File: config.mk
export PLATFORM = sky130hd
export DESIGN_NAME = conv_layer_sched
export DESIGN_NICKNAME = d
export VERILOG_FILES = /design/src/rtl/conv_sched_pkg.sv /design/src/rtl/conv_sched_cnt.sv /design/src/rtl/conv_layer_sched.sv
export SDC_FILE = /design/constraint.sdc
export NUM_CORES = 1
export LEC_CHECK = 0
export ABC_AREA = 1
export CORE_MARGIN = 3
export CORE_UTILIZATION = 49
export DETAILED_ROUTE_END_ITERATION = 10
export PLACE_DENSITY = 0.76
export SLEW_MARGIN = 20
export SYNTH_ARGS = -nofsm -noshare
export SYNTH_HDL_FRONTEND = slang
export SYNTH_SLANG_ARGS = --single-unit
File: constraint.sdc
create_clock -name clk -period 3.3 [get_ports clk]
set_input_delay 0.99 -clock clk [delete_from_list [all_inputs] [get_ports clk]]
set_output_delay 0.99 -clock clk [all_outputs]
set_load 0.02 [all_outputs]
File: src/rtl/conv_sched_pkg.sv
// Shared tables and encodings for the convolution layer scheduler.
// The six-layer network shape lives here; the scheduler walks it as-is.
package conv_sched_pkg;

    localparam int NUM_LAYERS = 6;

    // Per-layer loop counts (a zero count is treated as 1 by the scheduler).
    localparam int unsigned OG    [NUM_LAYERS] = '{1, 2, 1, 1, 0, 2};
    localparam int unsigned IG    [NUM_LAYERS] = '{2, 1, 1, 1, 1, 1};
    localparam int unsigned TR    [NUM_LAYERS] = '{1, 1, 2, 1, 1, 1};
    localparam int unsigned TC    [NUM_LAYERS] = '{3, 1, 2, 1, 1, 1};

    // Weight / bias SRAM base addresses; sums wrap to the SRAM depth.
    localparam int unsigned WBASE [NUM_LAYERS] = '{0, 32, 64, 80, 96, 120};
    localparam int unsigned BBASE [NUM_LAYERS] = '{0, 4, 12, 16, 20, 30};

    // Activation bank selects.
    localparam logic [2:0] BANK_IMG   = 3'd0;
    localparam logic [2:0] BANK_FEAT1 = 3'd1;
    localparam logic [2:0] BANK_FEAT2 = 3'd2;
    localparam logic [2:0] BANK_FEAT3 = 3'd3;
    localparam logic [2:0] BANK_FEAT4 = 3'd4;
    localparam logic [2:0] BANK_FEAT5 = 3'd5;
    localparam logic [2:0] BANK_TEMP  = 3'd6;

    typedef enum logic [1:0] {
        IDLE   = 2'd0,
        ISSUE  = 2'd1,
        DRAIN  = 2'd2,
        FINISH = 2'd3
    } state_t;

    // Loop count with zero promoted to one so every level runs at least once.
    function automatic int unsigned eff_cnt(input int unsigned n);
        return (n == 0) ? 1 : n;
    endfunction

endpackage

File: src/rtl/conv_sched_cnt.sv
// Cascaded nested counter: ig (innermost) -> tc -> tr -> og (outermost).
// Limits are loop counts (>=1); last_of_layer flags the final step of the nest.
module conv_sched_cnt #(
    parameter int W = 6
) (
    input  logic         clk,
    input  logic         rst,
    input  logic         clr,
    input  logic         advance,
    input  logic [W-1:0] lim_ig,
    input  logic [W-1:0] lim_tc,
    input  logic [W-1:0] lim_tr,
    input  logic [W-1:0] lim_og,
    output logic [W-1:0] ig,
    output logic [W-1:0] tc,
    output logic [W-1:0] tr,
    output logic [W-1:0] og,
    output logic         last_of_layer
);

    logic ig_last, tc_last, tr_last, og_last;

    assign ig_last       = (ig == lim_ig - W'(1));
    assign tc_last       = (tc == lim_tc - W'(1));
    assign tr_last       = (tr == lim_tr - W'(1));
    assign og_last       = (og == lim_og - W'(1));
    assign last_of_layer = ig_last && tc_last && tr_last && og_last;

    // Ripple-carry style advance; every level wraps to 0 after its last value.
    always_ff @(posedge clk or posedge rst) begin
        if (rst) begin
            ig <= '0;
            tc <= '0;
            tr <= '0;
            og <= '0;
        end else if (clr) begin
            ig <= '0;
            tc <= '0;
            tr <= '0;
            og <= '0;
        end else if (advance) begin
            if (!ig_last) begin
                ig <= ig + W'(1);
            end else begin
                ig <= '0;
                if (!tc_last) begin
                    tc <= tc + W'(1);
                end else begin
                    tc <= '0;
                    if (!tr_last) begin
                        tr <= tr + W'(1);
                    end else begin
                        tr <= '0;
                        og <= og_last ? '0 : og + W'(1);
                    end
                end
            end
        end
    end

endmodule

File: src/rtl/conv_layer_sched.sv
// Layer/tile scheduler: walks the package network table and issues one job
// descriptor per (og, tr, tc, ig) step, with a drain barrier between layers.
// Optional CONV_SCHED_PERF_EN adds busy/stall performance counters.
module conv_layer_sched
    import conv_sched_pkg::*;
#(
    parameter int CH_NUM  = 4,
    parameter int TILE_W  = 6,
    parameter int MAX_OUT = 4
) (
    input  logic              clk,
    input  logic              rst,
    input  logic              start,
    output logic              busy,
    output logic              valid,
    output logic              job_valid,
    input  logic              job_ready,
    input  logic              job_done,
    output logic [2:0]        job_layer,
    output logic [2:0]        job_src_sel,
    output logic [2:0]        job_dst_sel,
    output logic [TILE_W-1:0] job_tile_row,
    output logic [TILE_W-1:0] job_tile_col,
    output logic              job_first_ig,
    output logic              job_last_ig,
    output logic [6:0]        job_waddr,
    output logic [4:0]        job_baddr,
    output logic              err_done
`ifdef CONV_SCHED_PERF_EN
    ,
    output logic [31:0]       perf_busy_cyc,
    output logic [31:0]       perf_stall_cyc
`endif
);

    localparam int              OUT_W      = $clog2(MAX_OUT + 1);
    localparam logic [OUT_W-1:0] MAX_Q     = OUT_W'(MAX_OUT);
    localparam logic [2:0]      LAST_LAYER = 3'(NUM_LAYERS - 1);

    state_t             state, state_nxt;
    logic [2:0]         layer;
    logic [OUT_W-1:0]   outstanding;
    logic               issue_st, hs, cnt_clr, drained, done_ok;
    logic [TILE_W-1:0]  lim_ig, lim_tc, lim_tr, lim_og;
    logic [TILE_W-1:0]  ig, tc, tr, og;
    logic               last_of_layer;
    logic [6:0]         waddr;
    logic [4:0]         baddr;

    // Effective loop limits for the current layer.
    assign lim_og = TILE_W'(eff_cnt(OG[layer]));
    assign lim_ig = TILE_W'(eff_cnt(IG[layer]));
    assign lim_tr = TILE_W'(eff_cnt(TR[layer]));
    assign lim_tc = TILE_W'(eff_cnt(TC[layer]));

    assign issue_st = (state == ISSUE);
    assign job_valid = issue_st && (outstanding < MAX_Q);
    assign hs        = job_valid && job_ready;
    assign drained   = (state == DRAIN) && (outstanding == '0);
    assign done_ok   = job_done && (outstanding != '0);
    assign busy      = issue_st || (state == DRAIN);
    assign valid     = (state == FINISH);

    conv_sched_cnt #(.W(TILE_W)) u_cnt (
        .clk           (clk),
        .rst           (rst),
        .clr           (cnt_clr),
        .advance       (hs),
        .lim_ig        (lim_ig),
        .lim_tc        (lim_tc),
        .lim_tr        (lim_tr),
        .lim_og        (lim_og),
        .ig            (ig),
        .tc            (tc),
        .tr            (tr),
        .og            (og),
        .last_of_layer (last_of_layer)
    );

    // Address arithmetic; results wrap to the SRAM address width.
    always_comb begin
        waddr = 7'(WBASE[layer] +
                   (32'(og) * eff_cnt(IG[layer]) + 32'(ig)) * 32'(CH_NUM * CH_NUM));
        baddr = 5'(BBASE[layer] + 32'(og) * 32'(CH_NUM));
    end

    // Descriptor fields come only from registered state, so they hold
    // steady under backpressure; outside ISSUE they read as zero.
    always_comb begin
        job_layer    = '0;
        job_src_sel  = '0;
        job_dst_sel  = '0;
        job_tile_row = '0;
        job_tile_col = '0;
        job_first_ig = 1'b0;
        job_last_ig  = 1'b0;
        job_waddr    = '0;
        job_baddr    = '0;
        if (issue_st) begin
            job_layer    = layer;
            job_src_sel  = BANK_IMG + layer;
            job_dst_sel  = layer + 3'd1;
            job_tile_row = tr;
            job_tile_col = tc;
            job_first_ig = (ig == '0);
            job_last_ig  = (ig == lim_ig - TILE_W'(1));
            job_waddr    = waddr;
            job_baddr    = baddr;
        end
    end

    // State register.
    always_ff @(posedge clk or posedge rst) begin
        if (rst) state <= IDLE;
        else     state <= state_nxt;
    end

    // Next-state logic; cnt_clr fires on every entry into ISSUE.
    always_comb begin
        state_nxt = state;
        cnt_clr   = 1'b0;
        case (state)
            IDLE: begin
                if (start) begin
                    state_nxt = ISSUE;
                    cnt_clr   = 1'b1;
                end
            end
            ISSUE: begin
                if (hs && last_of_layer) state_nxt = DRAIN;
            end
            DRAIN: begin
                if (outstanding == '0) begin
                    if (layer == LAST_LAYER) begin
                        state_nxt = FINISH;
                    end else begin
                        state_nxt = ISSUE;
                        cnt_clr   = 1'b1;
                    end
                end
            end
            FINISH:  state_nxt = IDLE;
            default: state_nxt = IDLE;
        endcase
    end

    // Layer index: cleared on start, bumped when a non-final layer drains.
    always_ff @(posedge clk or posedge rst) begin
        if (rst) begin
            layer <= '0;
        end else if ((state == IDLE) && start) begin
            layer <= '0;
        end else if (drained && (layer != LAST_LAYER)) begin
            layer <= layer + 3'd1;
        end
    end

    // In-flight job count; a done with nothing outstanding is flagged and ignored.
    always_ff @(posedge clk or posedge rst) begin
        if (rst) begin
            outstanding <= '0;
            err_done    <= 1'b0;
        end else begin
            if (job_done && (outstanding == '0)) err_done <= 1'b1;
            case ({hs, done_ok})
                2'b10:   outstanding <= outstanding + OUT_W'(1);
                2'b01:   outstanding <= outstanding - OUT_W'(1);
                default: outstanding <= outstanding;
            endcase
        end
    end

`ifdef CONV_SCHED_PERF_EN
    // Saturating busy and issue-stall cycle counters, cleared on start.
    always_ff @(posedge clk or posedge rst) begin
        if (rst) begin
            perf_busy_cyc  <= '0;
            perf_stall_cyc <= '0;
        end else if ((state == IDLE) && start) begin
            perf_busy_cyc  <= '0;
            perf_stall_cyc <= '0;
        end else begin
            if (busy && (perf_busy_cyc != '1))
                perf_busy_cyc <= perf_busy_cyc + 32'd1;
            if (issue_st && ((job_valid && !job_ready) || (outstanding == MAX_Q))
                && (perf_stall_cyc != '1))
                perf_stall_cyc <= perf_stall_cyc + 32'd1;
        end
    end
`endif

endmodule

### After elaboration in Yosys (flattened, before gate mapping)

Memory sizes are Yosys's and may differ from the RTL's.
Index checks and enable logic that the tools add are counted.

| word-level totals | value |
|---|---|
| memory bits (read-only) | 1536 |
| input bits | 5 |
| word-level logic and storage cells | 130 |
| bits in registers | 33 |
| output and inout bits | 39 |
| memories | 6 |

| operators by class | value |
|---|---|
| add/sub/neg operators | 14 |
| bitwise logic cells | 1 |
| order comparisons | 2 |
| $mul | 1 |
| reductions and logical operators | 30 |
| equality and inequality tests | 14 |
| multiplexer cells | 54 |

Memories:

| memory | depth | width | read ports | clocked after Yosys merged registers in | wr ports | line | text |
|---|---|---|---|---|---|---|---|
| (name not given) | 8 | 32 | 1 | 0 | 0 | conv_layer_sched.sv:84 | `baddr = 5'(BBASE[layer] + 32'(og) * 32'(CH_NUM));` |
| (name not given) | 8 | 32 | 1 | 0 | 0 | conv_layer_sched.sv:83 | `(32'(og) * eff_cnt(IG[layer]) + 32'(ig)) * 32'(CH_NUM * CH_NUM));` |
| (name not given) | 8 | 32 | 1 | 0 | 0 | conv_layer_sched.sv:82 | `waddr = 7'(WBASE[layer] +` |
| (name not given) | 8 | 32 | 1 | 0 | 0 | conv_layer_sched.sv:54 | `assign lim_tc = TILE_W'(eff_cnt(TC[layer]));` |
| (name not given) | 8 | 32 | 1 | 0 | 0 | conv_layer_sched.sv:53 | `assign lim_tr = TILE_W'(eff_cnt(TR[layer]));` |
| (name not given) | 8 | 32 | 1 | 0 | 0 | conv_layer_sched.sv:51 | `assign lim_og = TILE_W'(eff_cnt(OG[layer]));` |

Operators by type and width:

| cell | number |
|---|---|
| 2-to-1 mux 32 bit | 9 |
| 2-to-1 mux 6 bit | 23 |
| logical NOT 32 bit | 4 |
| multiplier 6 x 32 -> 3 bit | 1 |
| adder 6 x 1 -> 6 bit (second input constant) | 4 |
| == test 6 bit | 4 |
| subtractor 6 x 1 -> 6 bit (second input constant) | 4 |
| 2-to-1 mux 7 bit | 3 |
| 2-to-1 mux 5 bit | 3 |
| 2-to-1 mux 3 bit | 4 |
| nonzero test 2 bit | 6 |
| logical AND 1 bit | 11 |
| 2-to-1 mux 2 bit | 4 |
| case mux 2 bit (4 select lines) | 1 |
| adder 7 bit | 1 |
| adder 3 x 1 -> 3 bit (second input constant) | 2 |
| == test 2 bit (second input constant) | 3 |
| logical NOT 6 bit | 1 |
| case mux 3 bit (2 select lines) | 1 |
| AND reduction 3 bit | 2 |
| adder 5 bit | 1 |
| 2-to-1 mux 1 bit | 5 |
| == test 2 x 1 -> 1 bit (second input constant) | 2 |
| greater-or-equal comparator 4 bit (second input constant) | 1 |
| other kinds (15) | 16 |

### Logic depth before layout (Yosys ltp)

| logic depth | value |
|---|---|
| depth in word-level cells | 14 |
| mapped depth | 15 |
| mapped depth without buffers | 15 |

### Cells and area by module

Synthesis repeated with hierarchy kept, for this count alone.

| unflattened totals | value |
|---|---|
| cell total of the unflattened synthesis | 542 |
| area total of the unflattened synthesis | 3464.6 µm² |

Modules (own cells, without submodules):

| module | cells an instance | instances | seq. area each (µm²) | area an instance (µm²) |
|---|---|---|---|---|
| conv_sched_cnt | 344 | 1 | 600.6 | 2192.1 |
| conv_layer_sched | 198 | 1 | 225.2 | 1272.5 |

### Worst setup path after synthesis

No wires, ideal clock.

| timing path | value |
|---|---|
| path kind | reg-to-output |
| start point | reg layer[0] |
| end point | out job_waddr[6] |
| buffers on the path | 0 |
| arrival time | 2.787 ns |
| setup slack | -0.477 ns |
| stages on the path, launching flop included | 16 |
| data required time | 2.310 ns |
| path through | dfrtp_1 -> inv_1 -> ha_1 -> inv_1 -> nor2_4 -> nor2_1 -> ha_1 -> ha_1 -> ha_1 -> inv_1 -> fa_1 -> inv_1 -> nand2_1 -> nand2_1 -> nand2_1 -> a21oi_1 |

| between the ends | value |
|---|---|
| word-level cells in the longest chain between the ends | 10 |
| elaborated cells between the ends (all ways) | 13 |
| those cells by class | add/sub: 2; mul: 1; mux: 6; bitwise: 1; reduce/logical: 1; memory: 2 |

Ends and longest elaborated chain:

| item | line | text |
|---|---|---|
| start: declaration | conv_layer_sched.sv:41 | `logic [2:0] layer;` |
| start signal: assignment | conv_layer_sched.sv:154 | `layer <= layer + 3'd1;` |
| inverter 3 -> 4 bit (not written as such) * | conv_layer_sched.sv:82, conv_layer_sched.sv:83 |  |
| memory read (8 x 32 bit) | - |  |
| 2-to-1 mux 32 bit (not written as such) (2 in a row) | conv_layer_sched.sv:83 |  |
| logical NOT 32 bit | conv_sched_pkg.sv:35 | `return (n == 0) ? 1 : n;` |
| 2-to-1 mux 32 bit | conv_sched_pkg.sv:35 |  |
| multiplier 6 x 32 -> 3 bit | conv_layer_sched.sv:83 |  |
| adder 3 bit | conv_layer_sched.sv:83 |  |
| adder 7 bit * | conv_layer_sched.sv:82 |  |
| 2-to-1 mux 7 bit * | conv_layer_sched.sv:99 | `if (issue_st) begin` |
| end: declaration | conv_layer_sched.sv:26 | `output logic [6:0] job_waddr,` |

Mark *: on every way between the ends. The rest lies on a longest branch, timed or not. The select of a mux whose other input is x is not followed.

### Final worst setup path

| timing path | value |
|---|---|
| start point | reg layer[1] |
| end point | out job_waddr[6] |

Same word-level chain as after synthesis.

==> run_results.csv <==
group,metric,value,unit
detailed_routing,first_pass_iters,4,
synth,synth.avg_cell_area,7.32,um2
detailed_routing,remaining_drc_errors,0,
cells_and_area,layout-drive-gt1-share,0.222,
global_route,grt_max_degree,34,
floorplanning,dieArea,0.00650,mm2
cells_and_area,final_util,0.666,
detailed_routing,viasPerCell,4.78,
power_and_ir_drop,total_power,0.00291,W
power_and_ir_drop,pwr-share-comb,0.682,
cells_and_area,fillers,425,
flow_run,max-cap-violations,0,
global_route,antenna_found_initial,0,
cts,clock_latency,0.29,ns
cells_and_area,final_common_cell,"nand2_1",
worst_setup_path,rr_worst_depth,12,
placed_design,io_buffer_count,39,
timing,drv_slew,0,
power_and_ir_drop,seq_power_share,0.202,
placed_design,placed_area,0.00333,mm2
floorplanning,rows,26,
power_and_ir_drop,switching_share,0.479,
floorplanning,initial_core_util,0.521,
cts,cts_buffer_depth,2,
floorplanning,io_pins,44,
cells_and_area,syn2layout_area_growth,27.8,%
timing,hold_violations,0,
detailed_routing,via_count,2417,
global_route,overflow,0,
cts,cts-root-buf,"clkbuf_8",
cts,ctsHoldBuffers,0,
hold_path,hold_start,"outstanding[0]$_DFFE_PP0P_",
worst_setup_path,crit_arrival,2.68,ns
cells_and_area,final_cell_mix,"nand2_1, inv_1, clkdlybuf4s50_1",
floorplanning,die_h,80.6,um
placed_design,post-dp-hpwl,4410,um
worst_setup_path,worstSetupPathType,"flip-flop to primary output",
floorplanning,fp.coreArea,0.00524,mm2
timing,setup_violations,2,
power_and_ir_drop,p_int,0.00152,W
worst_setup_path,crit_start,"layer[1]$_DFFE_PP0P_",
worst_setup_path,setup.worst_path.end_class,"primary output",
power_and_ir_drop,switchingPower,0.00140,W
worst_setup_path,critical_path_required,2.31,ns
synth,synth_seq_area_share,0.302,
detailed_routing,wire_per_inst,11.5,um
cells_and_area,fin_cells,506,
cts,cts_tree,"built",
timing,clock_skew,0.00366,ns
status,status,"finished, violations left",
cts,clkTransAtPathRegs,0.07,ns
timing,timing.final.ws_setup,-0.370,ns
cts,clock-sinks,33,
power_and_ir_drop,leakagePower,1.79,nW
synth,synth_seq_cells,33,
hold_path,min_to,"outstanding[0]$_DFFE_PP0P_",
worst_setup_path,regToRegStartpoint,"state[1]$_DFFE_PP0P_",
timing,rsz0062_at_grt,"true",
cts,htree_levels,2,
power_and_ir_drop,clkPwrFrac,0.117,
detailed_routing,wirelength,5830,um
detailed_routing,drt_iter0_drc,131,
placed_design,globalplace.congestion,0.877,
hold_path,hp-class,"flip-flop to flip-flop",
cells_and_area,final_nets,464,
synth,syn_area,0.00273,mm2
cells_and_area,n_antenna_cell,0,
timing,max_freq,273,MHz
detailed_routing,final_antenna_net_count,0,
hold_path,min_path_cells,1,
power_and_ir_drop,vdd_drop_max,516,uV
status,violations,"setup timing",
synth,netlist_instances,373,
timing,worst_hold_slack,0.481,ns
floorplanning,die_w,80.6,um
global_route,grt_pass1_vias,2318,
worst_setup_path,cp_max_fo,2,
timing,period_minus_slack,3.67,ns
worst_setup_path,reg2reg_slack,0.85,ns
global_route,track_usage,0.198,
power_and_ir_drop,pwr_density_cell,834,mW/mm2
synth,yosysWarnings,0,
placed_design,dp_cells,495,
cells_and_area,fin_area,0.00349,mm2
cts,cts_buffers,5,
worst_setup_path,startpoint_type,"flip-flop",
synth,yosysUniqueCellTypes,35,
worst_setup_path,r2r-end,"outstanding[2]$_DFFE_PP0P_",
timing,period_share,1.11,
global_route,grt_pass1_wl,10200,um
==> state kept, by name, summed over array words and instances, names as in the netlist <==
signal and flops:
state 2, err_done 1, u_cnt.tr 6, layer 3
outstanding 3, u_cnt.ig 6, u_cnt.og 6, u_cnt.tc 6
==> power by group through the flow <==
stage | clock (W) | sequential [W] | combinational, W
floorplan | 0 | 0.000600 | 0.00129
global placement | 0 | 0.000587 | 0.00189
detailed placement | 0 | 0.000592 | 0.00192
CTS | 0.000348 | 0.000585 | 0.00195
global route | 0.000370 | 0.000599 | 0.00222
finish | 0.000339 | 0.000587 | 0.00198
==> area by class of cell <==
class                   count  area, um2  share of cell area
multi-input cells         266       1650               0.474
flip-flops and latches     33        826               0.237
repair buffers             67        588               0.169
inverters                  62        233              0.0667
clock buffers               7       96.3              0.0276
well taps                  70       87.6              0.0251
clock inverters             1       5.00             0.00143
==> cell usage after synthesis <==
cell type  count  area, um2
o21bai_1       1       7.51
buf_4          8       60.1
nor2_1        28        105
inv_2          4       15.0
o21ai_1        2       10.0
a31oi_1        1       6.26
o21ai_4        1       16.3
nand2_1       91        342
xnor2_1        6       52.6
a21oi_1        5       25.0
xor2_1         8       70.1
dfrtp_1       33        826
nor2_2         1       6.26
a22oi_1        1       7.51
ha_1          21        263
nor3_1         3       15.0
nand3b_1       1       7.51
inv_1         58        218
buf_2          1       5.00
o21ai_0       17       85.1
or2_2         10       62.6
buf_6          3       33.8
o22ai_1        1       6.26
nand4_1        6       37.5
nand3_4        1       17.5
nand2_2        8       50.1
o21ai_2       10       87.6
nand3_1       28        140
nor2_4         3       33.8
conb_1         1       3.75
clkbuf_1       3       11.3
and3_1         2       12.5
fa_1           3       60.1
nand2_4        2       22.5
a21oi_2        1       8.76
==> repair_timing <==
item,CTS,global route
pin swaps,2,0
setup buffers,2,1
setup endpoints to repair,5,5
gates resized for setup,17,12
==> metal layers <==
metal | vias to the layer above | track usage | routed length, um
met3 | 4 | 0.0370 | 199
met5 | - | 0 | 0
met1 | 1096 | 0.263 | 2810
met2 | 41 | 0.331 | 2760
li1 | 1276 | - | -
met4 | 0 | 0.0473 | 59
==> through the flow <==
stage,setup TNS (ns),setup WS [ns]
final,-0.619,-0.370
after global routing,-0.807,-0.473
after CTS,-0.823,-0.472
after detailed placement,-1.20,-0.670
after global placement,-1.13,-0.640
after floorplan,-0.173,-0.152
==> logic make-up (layout without fill, tap and decap cells) <==
family                     Yosys count  after routing  share of synthesized area
other                                1              4                    0.00137
AOI/OAI and AO/OA                   40             40                     0.0953
adders and majority gates           24             24                      0.118
DFF                                 33             33                      0.302
buffers and inverters               77            137                      0.126
xor gates and xnor gates            14             14                     0.0449
and+or+nand+nor                    184            184                      0.312
==> worst max-delay path by stage <==
stage / cells past startpoint / slack [ns] / to
3_5_place_dp: 16 / -0.67 / job_waddr[6]
2_1_floorplan: 15 / -0.15 / job_waddr[6]
5_1_grt: 16 / -0.47 / job_waddr[6]
4_1_cts: 16 / -0.47 / job_waddr[6]
3_3_place_gp: 16 / -0.64 / job_waddr[6]
6_report: 16 / -0.37 / job_waddr[6]
==> worst max-delay path, stage by stage, from the launching register on <==
cell and delay [ns]:
dfrtp_1 0.39, inv_2 0.08, ha_4 0.13, inv_2 0.04, nor2_4 0.11, nor2_2 0.06
ha_4 0.27, ha_4 0.19, ha_4 0.26, inv_2 0.03, fa_2 0.33, inv_1 0.06
nand2_1 0.06, nand2_1 0.07, nand2_2 0.06, a21oi_4 0.12, buf_6 0.12
(Power assumes the default switching activity.)
==> patch 1 (same flow settings) <==
The option `CONV_SCHED_PERF_EN` is turned on by a define.
--- a/src/rtl/conv_layer_sched.sv
+++ b/src/rtl/conv_layer_sched.sv
@@ -3,2 +3,4 @@
 // Optional CONV_SCHED_PERF_EN adds busy/stall performance counters.
+`define CONV_SCHED_PERF_EN
+
 module conv_layer_sched
Function (old outputs only; new: perf_busy_cyc and perf_stall_cyc): kept (equiv_simple and equiv_induct, registers matched by name and starting in step).
==> patch 1 against the unedited design <==
- routed wire length rose to 3.2 times the old value
- sequential cell count is 64 higher
- sequential power grew to 2.5 times the old value
- power grew 79%
- synthesized area rose to 2.6 times the old value
- final area rose by 150%
- register-to-register slack got worse by 120 ps
- non-clock buffer count rose by 64
- worst setup slack worse by 47 ps
- final cell count increased to 2.6 times the old value
- the flow still finishes with violations (negative setup slack)
==> patch 1: results (changes against the unedited design) <==
| Metric | Value |
|---|---|
| Clk Latency, worst-skew pair | 350 ps (+60 ps) |
| I/O Buffers | 103 (+160%) |
| Vias | 6944 (+190%) |
| Met3 usage | 4.40% (+0.70 points) |
| Pin count of the biggest net entering global routing | 98 (+190%) |
| Final wirelength | 18.8 mm (+220%) |
| Worst stage delay on the critical path | 390 ps (about the same) |
| Psw | 2.36 mW (+69%) |
| Failing checks | negative setup slack |
| First-pass GRT wire length | 31.8 mm (+210%) |
| Sw frac | 45.3% (-2.6 points) |
| GRT Max-Usage Layer | met2 |
| Grt met1 use | 33.8% (+7.5 points) |
| Setup TNS | -679 ps (-60.0 ps) |
| Reg2Reg Depth | 10 (-2) |
| DR WL met3 | 1.15 mm (+480%) |
| Syn_area_per_cell | 6.98 sq um (-4.7%) |
| R2R setup slack | 730 ps (-120 ps) |
| Initial DRT Pass Iterations | 7 (+3) |
| Area after DPL | 8350 sq um (+150%) |
| Crit Path Max Fanout | 3 (+1) |
| Routing usage on met2 | 39.0% (+5.9 points) |
| Final Hold Viols | 0 (unchanged) |
| Vias in the first global route | 6537 (+180%) |
| RR Endpoint | perf_stall_cyc[14] |
| Synth cell count leaders | nand2_1 (267), inv_1 (121), nor2_1 (111) |
| Clock Skew | 7.56 ps (+3.91 ps) |
| Source of the critical timing path | layer[0] |
| Netlist cell types | 46 (+31%) |
| GR Util All Layers | 24.2% (+4.4 points) |
| Crit path to | job_waddr[6] |
| Post-DP HPWL | 14.1 mm (+220%) |
| Reg2reg start | state[1] |
| Seq/Total Area, Yosys | 34.6% (+4.4 points) |
| Net total in the final layout | 1152 (+150%) |
| Met2 WL | 8.71 mm (+220%) |
| Worst Path Arrival | 2730 ps (+50 ps) |
| DRT iter0 DRCs | 579 (+340%) |
| Status | finished with violations |
| Post-Place Cells | 1286 (+160%) |
| Asr flop ratio synth | 100% (unchanged) |
| Final setup viols | 2 (unchanged) |
| Pre-CTS setup slack | -666 ps (+4.22 ps) |
| Area contributors post-synth | dfrtp_1 (35%), nand2_1 (14%), nand3_1 (6.5%), inv_1 (6.5%), nor2_1 (5.9%) |
| M1 wire length | 8.66 mm (+210%) |
| Clock group | 1.06 mW (+210%) |
| Clock-pin transition on the worst setup and hold timing paths | 70 ps (about the same) |
| CTS Buffer Depth | 2 (unchanged) |
| Post-layout worst setup margin | -416 ps (-47.0 ps) |
| DR WL/cell | 14.4 microns (+25%) |
| H-tree levels | 3 (+1) |
| GP Congestion | 0.919 (+4.8%) |
| Layout cells sized above 1 | 11.8% (-10 points) |
| Top sig layer | met4 |
| CTS Root Cell | clkbuf_16 |
| P_leak | 3.95 nW (+120%) |
| CTS Buf Count | 9 (+4) |
| Peak supply drop | 0.309 mV (-40%) |
| Comb pwr share | 51.3% (-17 points) |
-- patch 1: cell type report --
cell class | instances | area (sq um)
fillers | 1288 | 5230
multi-input cells | 748 | 3990
flip-flops and latches | 97 | 2430
repair buffers | 131 | 1260
inverters | 132 | 508
clock buffers | 13 | 270
well taps | 180 | 225
clock inverters | 3 | 21.3
-- patch 1: how the worst min path moves through the flow --
| stage | slack [ps] | to | cells past startpoint |
|---|---|---|---|
| after floorplan | 440 | outstanding[0] | 1 |
| after global placement | 450 | outstanding[0] | 1 |
| after detailed placement | 460 | outstanding[0] | 1 |
| after CTS | 470 | outstanding[0] | 1 |
| after global routing | 530 | err_done | 1 |
| final | 470 | outstanding[0] | 1 |
-- patch 1: kinds of logic after synthesis --
kind of cell	synth area share, %
buf+inv	9.98
fa+ha+maj	5.32
compound gates	9.25
flops	34.6
xor+xnor	3.63
other cells	0.0535
simple gates	37.1
-- patch 1: what timing repair did --
item	CTS	global route
resized for setup	23	16
pin swaps	8	2
endpoints found under the setup margin	8	26
buffers inserted	2	1
==> patch 2 (same settings) <==
Made on the original files. The 4 states of `state_t` get a one-hot encoding in 4 bits.
--- a/src/rtl/conv_sched_pkg.sv
+++ b/src/rtl/conv_sched_pkg.sv
@@ -25,7 +25,7 @@
 
-    typedef enum logic [1:0] {
-        IDLE   = 2'd0,
-        ISSUE  = 2'd1,
-        DRAIN  = 2'd2,
-        FINISH = 2'd3
+    typedef enum logic [3:0] {
+        IDLE   = 4'b0001,
+        ISSUE  = 4'b0010,
+        DRAIN  = 4'b0100,
+        FINISH = 4'b1000
     } state_t;
Check against the original RTL: same outputs for any inputs over 4 cycles, from zero or initial values and one cycle with rst high; so few cycles prove little.
==> patch 2 against the unedited design <==
- largest cell class unchanged
- highest routed layer unchanged
- routed wire length increased by 7.8%
- first-iteration DRC count decreased by 6.9%
- synthesized area increased by 1.4%
- final area decreased by 0.32%
- die area increased by 1.3%
- sequential cell count increased by 2
- the run still ends with negative setup slack left
- worst setup slack got worse by 160 ps
Power is not compared: it rests on default switching activity, and its combinational part moved more than twofold at a synthesized area within 25%.
==> patch 2: results (changes against the unedited design) <==
| Metric | Value |
|---|---|
| Status | finished with violations |
| Failing checks | negative setup slack |
| RR Endpoint | u_cnt.tc[4] |
| Cell depth of the worst hold path | 1 (unchanged) |
| R2R setup slack | 830 ps (-20 ps) |
| CTS Buf Count | 5 (unchanged) |
| Layout cells sized above 1 | 18.9% (-3.4 points) |
| Net total in the final layout | 448 (-3.4%) |
| Final setup viols | 2 (unchanged) |
| P_leak | 1.63 nW |
| Synth warn | 0 (unchanged) |
| Reg2Reg Depth | 12 (unchanged) |
| Vias in the first global route | 2412 (+4.1%) |
| Reg2reg start | layer[0] |
| Fill cell count | 455 (+7.1%) |
| Worst Path Arrival | 2840 ps (+160 ps) |
| N_diodes | 0 (unchanged) |
| Pin count of the biggest net entering global routing | 36 (+5.9%) |
| GR Util All Layers | 20.6% (+0.83 points) |
| Type of the most critical hold path | reg2reg |
| Post-DP HPWL | 4.77 mm (+8.2%) |
| Pre-CTS setup slack | -681 ps (-10.5 ps) |
| Non-filler cells, final | 494 (-2.4%) |
| GP Congestion | 0.888 (+1.3%) |
| Mux contribution to synthesized area | 0% (unchanged) |
| Average via count per standard cell | 5.06 (+5.9%) |
| Post-Place Cells | 483 (-2.4%) |
| Hold Crit Start | err_done |
| DRT iter0 DRCs | 122 (-6.9%) |
| Adder-cell share of the synthesized area | 9.86% (-2.0 points) |
| Cells after Synth | 367 (-1.6%) |
| I/O Buffers | 39 (unchanged) |
| Synth cell count leaders | nand2_1 (63), nor2_1 (63), inv_1 (48) |
| Hold endpoint | err_done |
| Clock-pin transition on the worst setup and hold timing paths | 80 ps |
| Crit Path Max Fanout | 3 (+1) |
| Synth Area in Compound Gates | 9.09% (-0.45 points) |
| DRC errors left | 0 (unchanged) |
| Seq/Total Area, Yosys | 31.7% (+1.4 points) |
| Synth Flop Type | dfrtp_1 |
| Post-Synth XOR/XNOR Area | 4.75% (+0.26 points) |
| Netlist cell types | 39 (+11%) |
| Clock Skew | 9.42 ps (+5.76 ps) |
| CTS Buffer Depth | 2 (unchanged) |
| Post-layout worst setup margin | -527 ps (-157 ps) |
| First-pass GRT wire length | 10.5 mm (+3.3%) |
| Final wirelength | 6.28 mm (+7.8%) |
| Area contributors post-synth | dfrtp_1 (31%), nand2_1 (8.5%), nor2_1 (8.5%), ha_1 (7.7%), inv_1 (6.5%) |
## patch 2: changes by cell type in the layout (fill, tap and decap cells not counted), moves of 4 or more
| cell | change |
|---|---|
| or2_2 | -9 |
| nand3_1 | -5 |
| o21ai_0 | -4 |
| buf_4 | -7 |
| nand2_1 | -28 |
| inv_1 | -10 |
| nor2_1 | +37 |
| o21ai_1 | +5 |
| nand4_1 | +4 |
## patch 2: repair_timing
item	CTS	global route
setup buffers	2	1
resized for setup	16	8
endpoints found under the setup margin	5	5
hold endpoints to repair	0	0
pin swaps	7	0
## patch 2: cell families (layout without fill, tap and decap cells)
logic type,Yosys count,count (layout)
other,1,4
AOI/OAI and AO/OA,41,41
and+or+nand+nor,187,187
xor gates and xnor gates,15,15
buffers and inverters,68,122
adders and majority gates,20,20
DFF,35,35
## patch 2: per-stage QoR
stage / hold slack (ps) / utilization (%) / power, mW / area (sq um) / TNS (ps)
floorplan: 469 / - / 1.23 / 2820 / -128
global placement: 441 / 63.5 / 1.46 / 3350 / -1040
detailed placement: 448 / 63.5 / 1.49 / 3350 / -1180
CTS: 474 / 65.9 / 1.89 / 3470 / -880
global route: 504 / 66.0 / 2.02 / 3480 / -1140
finish: 468 / 66.0 / 1.88 / 3480 / -891
## patch 2: area by class of cell
| cell class | count | share of cell area [%] |
|---|---|---|
| clock buffers | 5 | 1.98 |
| clock inverters | 3 | 1.26 |
| inverters | 53 | 5.79 |
| multi-input cells | 267 | 47.1 |
| flip-flops and latches | 35 | 25.2 |
| well taps | 70 | 2.52 |
| repair buffers | 61 | 16.2 |
## patch 2: worst max-delay path, cell delays in order, from the launching register on
cell and delay, ps:
dfrtp_1 400, inv_2 80, ha_4 150, nand2_4 50, inv_2 50, nor2_2 30, ha_1 290, ha_1 280
ha_1 300, inv_2 40, fa_2 330, nand2_1 90, nand3_1 130, a21oi_4 180, buf_6 130
## patch 2: worst max-delay path by stage
| stage | start | cells after the start | slack [ps] | endpoint |
|---|---|---|---|---|
| after floorplan | layer[0] | 15 | -130 | job_waddr[6] |
| after global placement | layer[1] | 16 | -590 | job_waddr[6] |
| after detailed placement | layer[1] | 16 | -680 | job_waddr[6] |
| after CTS | layer[1] | 14 | -520 | job_waddr[6] |
| after global routing | layer[0] | 16 | -670 | job_waddr[6] |
| final | layer[0] | 14 | -530 | job_waddr[6] |
## patch 2: power by group
part	internal [mW]	total (mW)	leakage, nW	switching (mW)
combinational	0.320	0.883	1.10	0.564
clock	0.225	0.394	0.0581	0.169
sequential	0.516	0.598	0.467	0.0817
total	1.06	1.88	1.63	0.815
## patch 2: per-layer routing
metal,GRT usage (%),part of all wire [%],vias to the layer above,routed length [microns]
met4,4.56,0.84,0,53
met1,25.9,43,1160,2700
met5,0,0,-,0
li1,-,-,1269,-
met2,36.6,51,65,3190
met3,3.88,5.3,6,330
